==> src/rtl/mult32x32_fast_ctrl.sv <==
// Sequencer for the 32x32 fast multiplier: steps the 16x16 partial products and
// skips those whose operand MSW is zero when MULT_FAST_SKIP_EN is defined.
module mult32x32_fast_ctrl (
  input  logic       clk,
  input  logic       reset,
  input  logic       start,
  input  logic       a_msw_is_0,
  input  logic       b_msw_is_0,
  output logic       a_sel,
  output logic       b_sel,
  output logic [1:0] shift_sel,
  output logic       upd_prod,
  output logic       clr_prod,
  output logic       busy,
  output logic       done,
  output logic [2:0] pp_count
);

  typedef enum logic [2:0] {
    IDLE = 3'd0,
    P00  = 3'd1,
    P01  = 3'd2,
    P10  = 3'd3,
    P11  = 3'd4,
    DONE = 3'd5
  } state_t;

  state_t state;
  state_t state_nxt;
  logic   az;
  logic   bz;
  logic   accept;

  assign accept = (state == IDLE) && start;

  // Gated by reset so the clear stays low while the block is held in reset.
  assign clr_prod = reset && accept;

`ifdef MULT_FAST_SKIP_EN
  always_ff @(posedge clk or negedge reset) begin
    if (!reset) begin
      az <= 1'b0;
      bz <= 1'b0;
    end else if (accept) begin
      az <= a_msw_is_0;
      bz <= b_msw_is_0;
    end
  end
`else
  logic unused_msw;
  assign az         = 1'b0;
  assign bz         = 1'b0;
  assign unused_msw = a_msw_is_0 ^ b_msw_is_0;
`endif

  always_comb begin
    state_nxt = state;
    case (state)
      IDLE:    if (start) state_nxt = P00;
      P00: begin
        if (!bz)      state_nxt = P01;
        else if (!az) state_nxt = P10;
        else          state_nxt = DONE;
      end
      P01:     state_nxt = az ? DONE : P10;
      P10:     state_nxt = bz ? DONE : P11;
      P11:     state_nxt = DONE;
      DONE:    state_nxt = IDLE;
      default: state_nxt = IDLE;
    endcase
  end

  // Outputs are registered from the next state so they line up with the state.
  always_ff @(posedge clk or negedge reset) begin
    if (!reset) begin
      state     <= IDLE;
      a_sel     <= 1'b0;
      b_sel     <= 1'b0;
      shift_sel <= 2'd0;
      upd_prod  <= 1'b0;
      busy      <= 1'b0;
      done      <= 1'b0;
      pp_count  <= 3'd0;
    end else begin
      state     <= state_nxt;
      a_sel     <= (state_nxt == P10) || (state_nxt == P11);
      b_sel     <= (state_nxt == P01) || (state_nxt == P11);
      if (state_nxt == P11)
        shift_sel <= 2'd2;
      else if ((state_nxt == P01) || (state_nxt == P10))
        shift_sel <= 2'd1;
      else
        shift_sel <= 2'd0;
      upd_prod  <= (state_nxt == P00) || (state_nxt == P01) ||
                   (state_nxt == P10) || (state_nxt == P11);
      busy      <= (state_nxt == P00) || (state_nxt == P01) ||
                   (state_nxt == P10) || (state_nxt == P11);
      done      <= (state_nxt == DONE);
      if (accept)
        pp_count <= 3'd0;
      else if (upd_prod && (pp_count != 3'd4))
        pp_count <= pp_count + 3'd1;
    end
  end

endmodule

==> config.mk <==
export PLATFORM = sky130hd
export DESIGN_NAME = mult32x32_fast_ctrl
export DESIGN_NICKNAME = d
export VERILOG_FILES = /design/src/rtl/mult32x32_fast_ctrl.sv
export SDC_FILE = /design/constraint.sdc
export NUM_CORES = 1
export LEC_CHECK = 0
export CAP_MARGIN = 0
export CORE_AREA = 2 2 39 41
export CTS_CLUSTER_SIZE = 12
export DETAILED_ROUTE_END_ITERATION = 8
export DIE_AREA = 0 0 41 43
export DONT_BUFFER_PORTS = 1
export GPL_TIMING_DRIVEN = 0
export SKIP_LAST_GASP = 1
export SYNTH_ARGS = -nofsm -noshare
export SYNTH_HDL_FRONTEND = slang
export SYNTH_SLANG_ARGS = --single-unit
==> constraint.sdc <==
create_clock -name clk -period 1.83 [get_ports clk]
set_clock_uncertainty 0.2 [all_clocks]
set_input_delay 0.366 -clock clk [delete_from_list [all_inputs] [get_ports clk]]
set_output_delay 0.366 -clock clk [all_outputs]
set_load 0.005 [all_outputs]
* Word-level counts from Yosys, hierarchy flattened
Cells that the tools add are included. Widths: inputs -> output; s select.
Storage, ports and cells: register bits 12, input bits 5, output and inout port bits 11
Cells by class: add/subtract/negate cells 1, equal/unequal tests 10, muxes and demuxes 6, reduce and logical (&&, ||, !) cells 11
Operator list (number):
- $pmux 3 s5 | 1
- $eq 3x2->1 const B | 4
- $eq 3x3->1 const B | 3
- $mux 3 | 3
- $eq 3x1->1 const B | 2
- $logic_or 1x1->1 | 6
- $add 3x1->3 const B | 1
- $logic_and 1x1->1 | 3
- $logic_not 3->1 | 1
- $ne 3x3->1 const B | 1
- $mux 2 | 1
- $reduce_bool 2->1 | 1
- $mux 1 | 1

* Logic depth before layout (Yosys ltp)
Gate-level depths: netlist of run 1.
depth after elaboration 6, depth in mapped cells 5, gate-level depth less buffers 5

* Worst setup path before layout of run 1
OpenSTA, ideal clock, no wires.
kind reg2out, from register state[1], to output clr_prod, arrival 959 ps, path slack 305 ps, cell stages (with the launch flop) 4, path through dfrtp_1 > buf_6 > nor4b_4 > and2_1
On the way: cells in the longest elaborated chain, start to end 3
RTL lines:
- from (decl) | line 28 | state_t state;
- from (signal assigned) | line 85 | state <= state_nxt;
- $logic_not 3->1 | line 34 | assign accept = (state == IDLE) && start;
- $logic_and 1x1->1 | line 34
- $logic_and 1x1->1 | line 37 | assign clr_prod = reset && accept;
- to (decl) | line 13 | output logic clr_prod,
Every way passes these cells.

* Worst setup path after layout of run 1
Ends and elaborated chain as after synthesis.

==> metrics.cfg, run 1 <==
[route]
first_iter_violations = 4
wire_per_inst_microns = 13.5
drc_errors = 0
routed_via_density = 4.73
vias = 303
postRouteAntennaNets = 0
first_pass_iters = 2
drt-total-wl_microns = 863

[worst_setup_path]
cp_cell_sequence = buf_6 > nor4b_4 > and2_4
crit_fanout = 2
crit_family = simple AND/OR/NAND/NOR gates
slowest_delay_ns = 0.37
r2r_start = pp_count[0]$_DFFE_PN0P_
cp-start-kind = flip-flop
critical_path_arrival_ns = 1.23
critPathKind = reg2out
cpMaxStageDelayCell = dfrtp_1
startpoint = state[1]$_DFF_PN0_
cp.required_ns = 1.26
cp_num_buf_inv = 1
rr_worst_depth = 5
worstSetupEndpointType = primary output
crit_cells = 3

[power]
switching_share = 0.343
total_power_mw = 1.14
power_frac_seq = 0.437
clkPwrFrac = 0.181
power.density_nw_per_um2 = 1850
peakVddDrop_v = 0.000537
internal-power_uw = 748
net-switching-power_uw = 390
pwr-share-comb = 0.382
total_leakage_power_nw = 0.294

[sta]
setup_tns_ns = 0
period_needed_ns = 1.80
finalHoldViolCount = 0
fin_crit_sh = 0.981
timing.final.max_slew_violations = 0
finalSetupViolations = 0
worst_pin_slew_ns = 0.536
whs_ns = 0.0337
max_freq_mhz = 557
rsz0062_at_grt = yes
layout_setup_ws_ns = 0.0348
maxSlewHeadroom = 0.642

[synthesis]
netlist.top_cell.by_area = dfrtp_1
ys_ff_latch = 12
synth_warnings = 0
synthTopCellsByArea = dfrtp_1 (57%), ha_1 (4.7%), nor4b_4 (4.5%)
syn-num-nets = 48
synth_top_area_share = 0.566
seq_area_frac_synth = 0.566
netlist_area_sq_um = 531
yosysUniqueCellTypes = 20
syn_area_per_cell_sq_um = 12.9
syn_inst = 41

[grt]
grt_overflow = 0
antenna_found_initial = 0
grt_pass1_vias = 335
grt_first_pass_wirelength_mm = 1.38
grt_max_degree = 13
grt_use_total = 0.125

[final_layout]
antennaDiodeCount = 0
syn2layout_area_growth_pct = 16.0
layout-drive-gt1-share = 0.313
final-instance-count-excl-fill = 64
fin_nets = 56

[worst_hold_path]
min_path_cells = 2
hold_class = in2reg
worstHoldStart = start

[clocking]
h-tree-depth = 1
clk_pin_slew_ns = 0.07
numCtsBuffers = 3
cts_sinks = 12
tritoncts = built
root_buffer = clkbuf_4
clk_latency_ns = 0.27
clockBufferDepth = 2

[floorplan]
core_sq_um = 1380
io_pins = 16
die_h_microns = 43
floorplan.initialDensity = 0.383
die_w_microns = 41
dieArea_sq_um = 1760
num_rows = 14

[placement]
placedCellCount = 57
gp_congestion = 0.700
port_buffers = 0
place_ws_ns = 0.234

[status]
status = finished clean

[run]
drv_cap = 0

-- layer usage --
metal / GRT usage / routed length, microns / vias up / part of all wire
li1: - / - / 146 / -
met3: 0.0471 / 62 / 2 / 0.072
met5: 0 / 0 / - / 0
met4: 0.120 / 11 / 0 / 0.013
met1: 0.128 / 355 / 146 / 0.41
met2: 0.181 / 434 / 9 / 0.50
-- cells by family after synthesis --
| kind of cell | share of synthesized area |
|---|---|
| AOI/OAI and AO/OA | 0.0448 |
| adders and majority gates | 0.0472 |
| and+or+nand+nor | 0.219 |
| xor gates and xnor gates | 0.0330 |
| buffers and inverters | 0.0708 |
| DFF | 0.566 |
| muxes | 0.0189 |
-- repair_timing --
action,4_1_cts,5_1_grt
hold endpoints to repair,12,0
endpoints found under the setup margin,1,1
resized for setup,0,2
pin swaps,1,2
hold buffers,1,0
setup buffers,1,1
-- stage by stage --
stage           util  area, sq um
2_1_floorplan      -          531
3_3_place_gp   0.398          551
3_5_place_dp   0.398          551
4_1_cts        0.437          604
5_1_grt        0.445          616
6_report       0.445          616
-- final cells by class --
cell class	count	area (sq um)
plain buffers	3	30.0
fillers	130	768
well taps	16	20.0
multi-input cells	24	195
flip-flops and latches	12	302
inverters	2	7.51
clock buffers	4	36.3
repair buffers	3	25.0
-- final timing paths --
path                                            to  slack (ns)
setup / recovery                          clr_prod        0.03
hold / removal                  upd_prod$_DFF_PN0_        0.03
setup reg to reg           pp_count[1]$_DFFE_PN0P_        0.38
hold reg to reg                 state[0]$_DFF_PN0_        0.35
max in group asynchronous       state[0]$_DFF_PN0_        0.73
min in group asynchronous  pp_count[2]$_DFFE_PN0P_        0.31
-- power by group through the flow --
stage / Sequential, mW / Combinational [mW] / Clock [mW]
detailed placement: 0.505 / 0.403 / 0
finish: 0.498 / 0.435 / 0.206
global placement: 0.504 / 0.374 / 0
CTS: 0.499 / 0.420 / 0.211
floorplan: 0.484 / 0.346 / 0
global route: 0.523 / 0.497 / 0.222
-- registers in the layout (all words and copies together) (netlist names) --
signal and flops:
state 3, b_sel 1, a_sel 1, pp_count 3, upd_prod 1, shift_sel 2
done 1
-- cells in the mapped netlist --
library cell,count
dfrtp_1,12
nor2_1,5
nor3_1,3
buf_6,2
ha_1,2
inv_1,2
xnor2_1,2
a211oi_1,1
a21boi_2,1
a21oi_1,1
and2_1,1
and2_4,1
and4b_1,1
buf_4,1
mux2i_1,1
nor2b_1,1
nor2b_4,1
nor3b_1,1
nor4b_4,1
or2_1,1
-- cell usage in the layout, fill, tap and decap left out --
cell type,instances
ha_1,2
nor2b_4,1
buf_6,2
and4b_1,1
inv_1,2
or2_1,1
dlygate4sd3_1,1
mux2i_1,1
buf_4,3
nor4b_4,1
dfrtp_1,11
clkbuf_8,1
a211oi_1,1
nor2b_1,1
a21oi_1,1
a21boi_2,1
and2_4,2
dfrtp_2,1
xnor2_1,2
nor3_1,3
clkbuf_4,3
nor2_1,5
nor3b_1,1
Note: power is estimated with default switching activity, not from simulation.
==> inputs of run 2 (changes only) <==
--- a/config.mk
+++ b/config.mk
@@ -12,6 +12,7 @@
 export DIE_AREA = 0 0 41 43
 export DONT_BUFFER_PORTS = 1
 export GPL_TIMING_DRIVEN = 0
+export SETUP_SLACK_MARGIN = 0.3
 export SKIP_LAST_GASP = 1
 export SYNTH_ARGS = -nofsm -noshare
 export SYNTH_HDL_FRONTEND = slang
==> metrics.cfg, run 2 (synthesized netlist as in run 1, its figures left out) <==
[route]
vias = 315
drc_errors = 0
drt-total-wl_microns = 858
first_iter_violations = 1
postRouteAntennaNets = 0
routed_via_density = 4.85
first_pass_iters = 2
wire_per_inst_microns = 13.2

[sta]
whs_ns = 0.0315
finalHoldViolCount = 0
rsz0062_at_grt = yes
maxSlewHeadroom = 0.644
period_needed_ns = 1.80
finalSetupViolations = 0
worst_pin_slew_ns = 0.532
max_freq_mhz = 557
fin_crit_sh = 0.981
timing.final.max_slew_violations = 0

[final_layout]
fin_nets = 57
syn2layout_area_growth_pct = 17.9
post-route-util = 0.452
antennaDiodeCount = 0
layout_commonest_cell = dfrtp_1
layout-drive-gt1-share = 0.367
layout_common_cells = dfrtp_1 (11), nor2_1 (5), buf_4 (4), nor3_1 (3), clkbuf_4 (3)
final-instance-count-excl-fill = 65
largest_registers = pp_count: 3 flops, state: 3 flops, shift_sel: 2 flops

[status]
status = finished clean

[worst_setup_path]
cpMaxStageDelayCell = dfrtp_1
critical_path_arrival_ns = 1.23
crit_cells = 3
rr_worst_depth = 5
worstSetupEndpointType = primary output
cp_num_buf_inv = 1
reg2reg_slack_ns = 0.39
crit_family = simple AND/OR/NAND/NOR gates
cp.required_ns = 1.26
cp_cell_sequence = buf_6 > nor4b_4 > and2_4
r2r_start = state[1]$_DFF_PN0_
crit_path_end = clr_prod
startpoint = state[1]$_DFF_PN0_
critPathKind = reg2out
slowest_delay_ns = 0.38
cp-start-kind = flip-flop
r2r-end = state[2]$_DFF_PN0_
crit_fanout = 2

[clocking]
clk_latency_ns = 0.27
root_buffer = clkbuf_4
clk_pin_slew_ns = 0.07
h-tree-depth = 1
clockBufferDepth = 2
tritoncts = built
cts_sinks = 12
numCtsBuffers = 3

[power]
total_power_mw = 1.16
peakVddDrop_v = 0.000538
total_leakage_power_nw = 0.297
power.density_nw_per_um2 = 1850

[floorplan]
dieArea_sq_um = 1760
core_sq_um = 1380
die_w_microns = 41
floorplan.initialDensity = 0.383
num_rows = 14
die_h_microns = 43
io_pins = 16

[grt]
antenna_found_initial = 0
grt_first_pass_wirelength_mm = 1.41
grt_use_total = 0.129
grt_pass1_vias = 340
grt_overflow = 0
grt_max_degree = 13

[placement]
placedCellCount = 57
gp_congestion = 0.700
port_buffers = 0

[worst_hold_path]
hold_class = in2reg

[run]
drv_cap = 0

run 2: cell count changes in the layout (fill, tap and decap cells not counted), sizes merged:
cell / before / now
buf: 5 / 6
run 2: layout make-up:
class                      count  area (sq um)
clock buffer                   4          36.3
buffer                         3          30.0
fill                         127           758
multi-input combinational     24           198
tap                           16          20.0
timing repair buffer           4          32.5
sequential                    12           302
inverter                       2          7.51
run 2: worst min-delay path by stage:
| stage | start | slack [ns] | cells past startpoint | end |
|---|---|---|---|---|
| finish | start | 0.03 | 2 | upd_prod$_DFF_PN0_ |
| floorplan | reset | -0.13 | 0 | a_sel$_DFF_PN0_ |
| detailed placement | reset | -0.13 | 0 | b_sel$_DFF_PN0_ |
| CTS | start | 0.03 | 2 | upd_prod$_DFF_PN0_ |
| global route | start | 0.04 | 2 | upd_prod$_DFF_PN0_ |
| global placement | reset | -0.13 | 0 | b_sel$_DFF_PN0_ |
run 2: per-layer routing:
| metal | GRT usage | wire [microns] | share of wire |
|---|---|---|---|
| met5 | 0 | 0 | 0 |
| met1 | 0.139 | 329 | 0.38 |
| met2 | 0.184 | 438 | 0.51 |
| met4 | 0.120 | 26 | 0.030 |
| met3 | 0.0471 | 63 | 0.073 |
run 2: timing repair:
item | in CTS | in global routing
hold endpoints to repair | 12 | 0
buffers inserted | 2 | 1
pin swaps | 2 | 3
setup endpoints to repair | 1 | 2
gates resized for setup | 1 | 3
hold buffers | 1 | 0
run 2: metrics by stage:
stage	instance area (sq um)	setup WS, ns	setup TNS [ns]
2_1_floorplan	531	0.305	0
3_3_place_gp	551	0.233	0
3_5_place_dp	551	0.234	0
4_1_cts	614	0.0154	0
5_1_grt	626	-0.0144	-0.0144
6_report	626	0.0349	0
run 2: power breakdown:
group / leakage [nW] / switching [mW] / internal, mW
Sequential: 0.148 / 0.112 / 0.389
Combinational: 0.128 / 0.200 / 0.250
Clock: 0.0210 / 0.0857 / 0.121
Total: 0.297 / 0.397 / 0.760
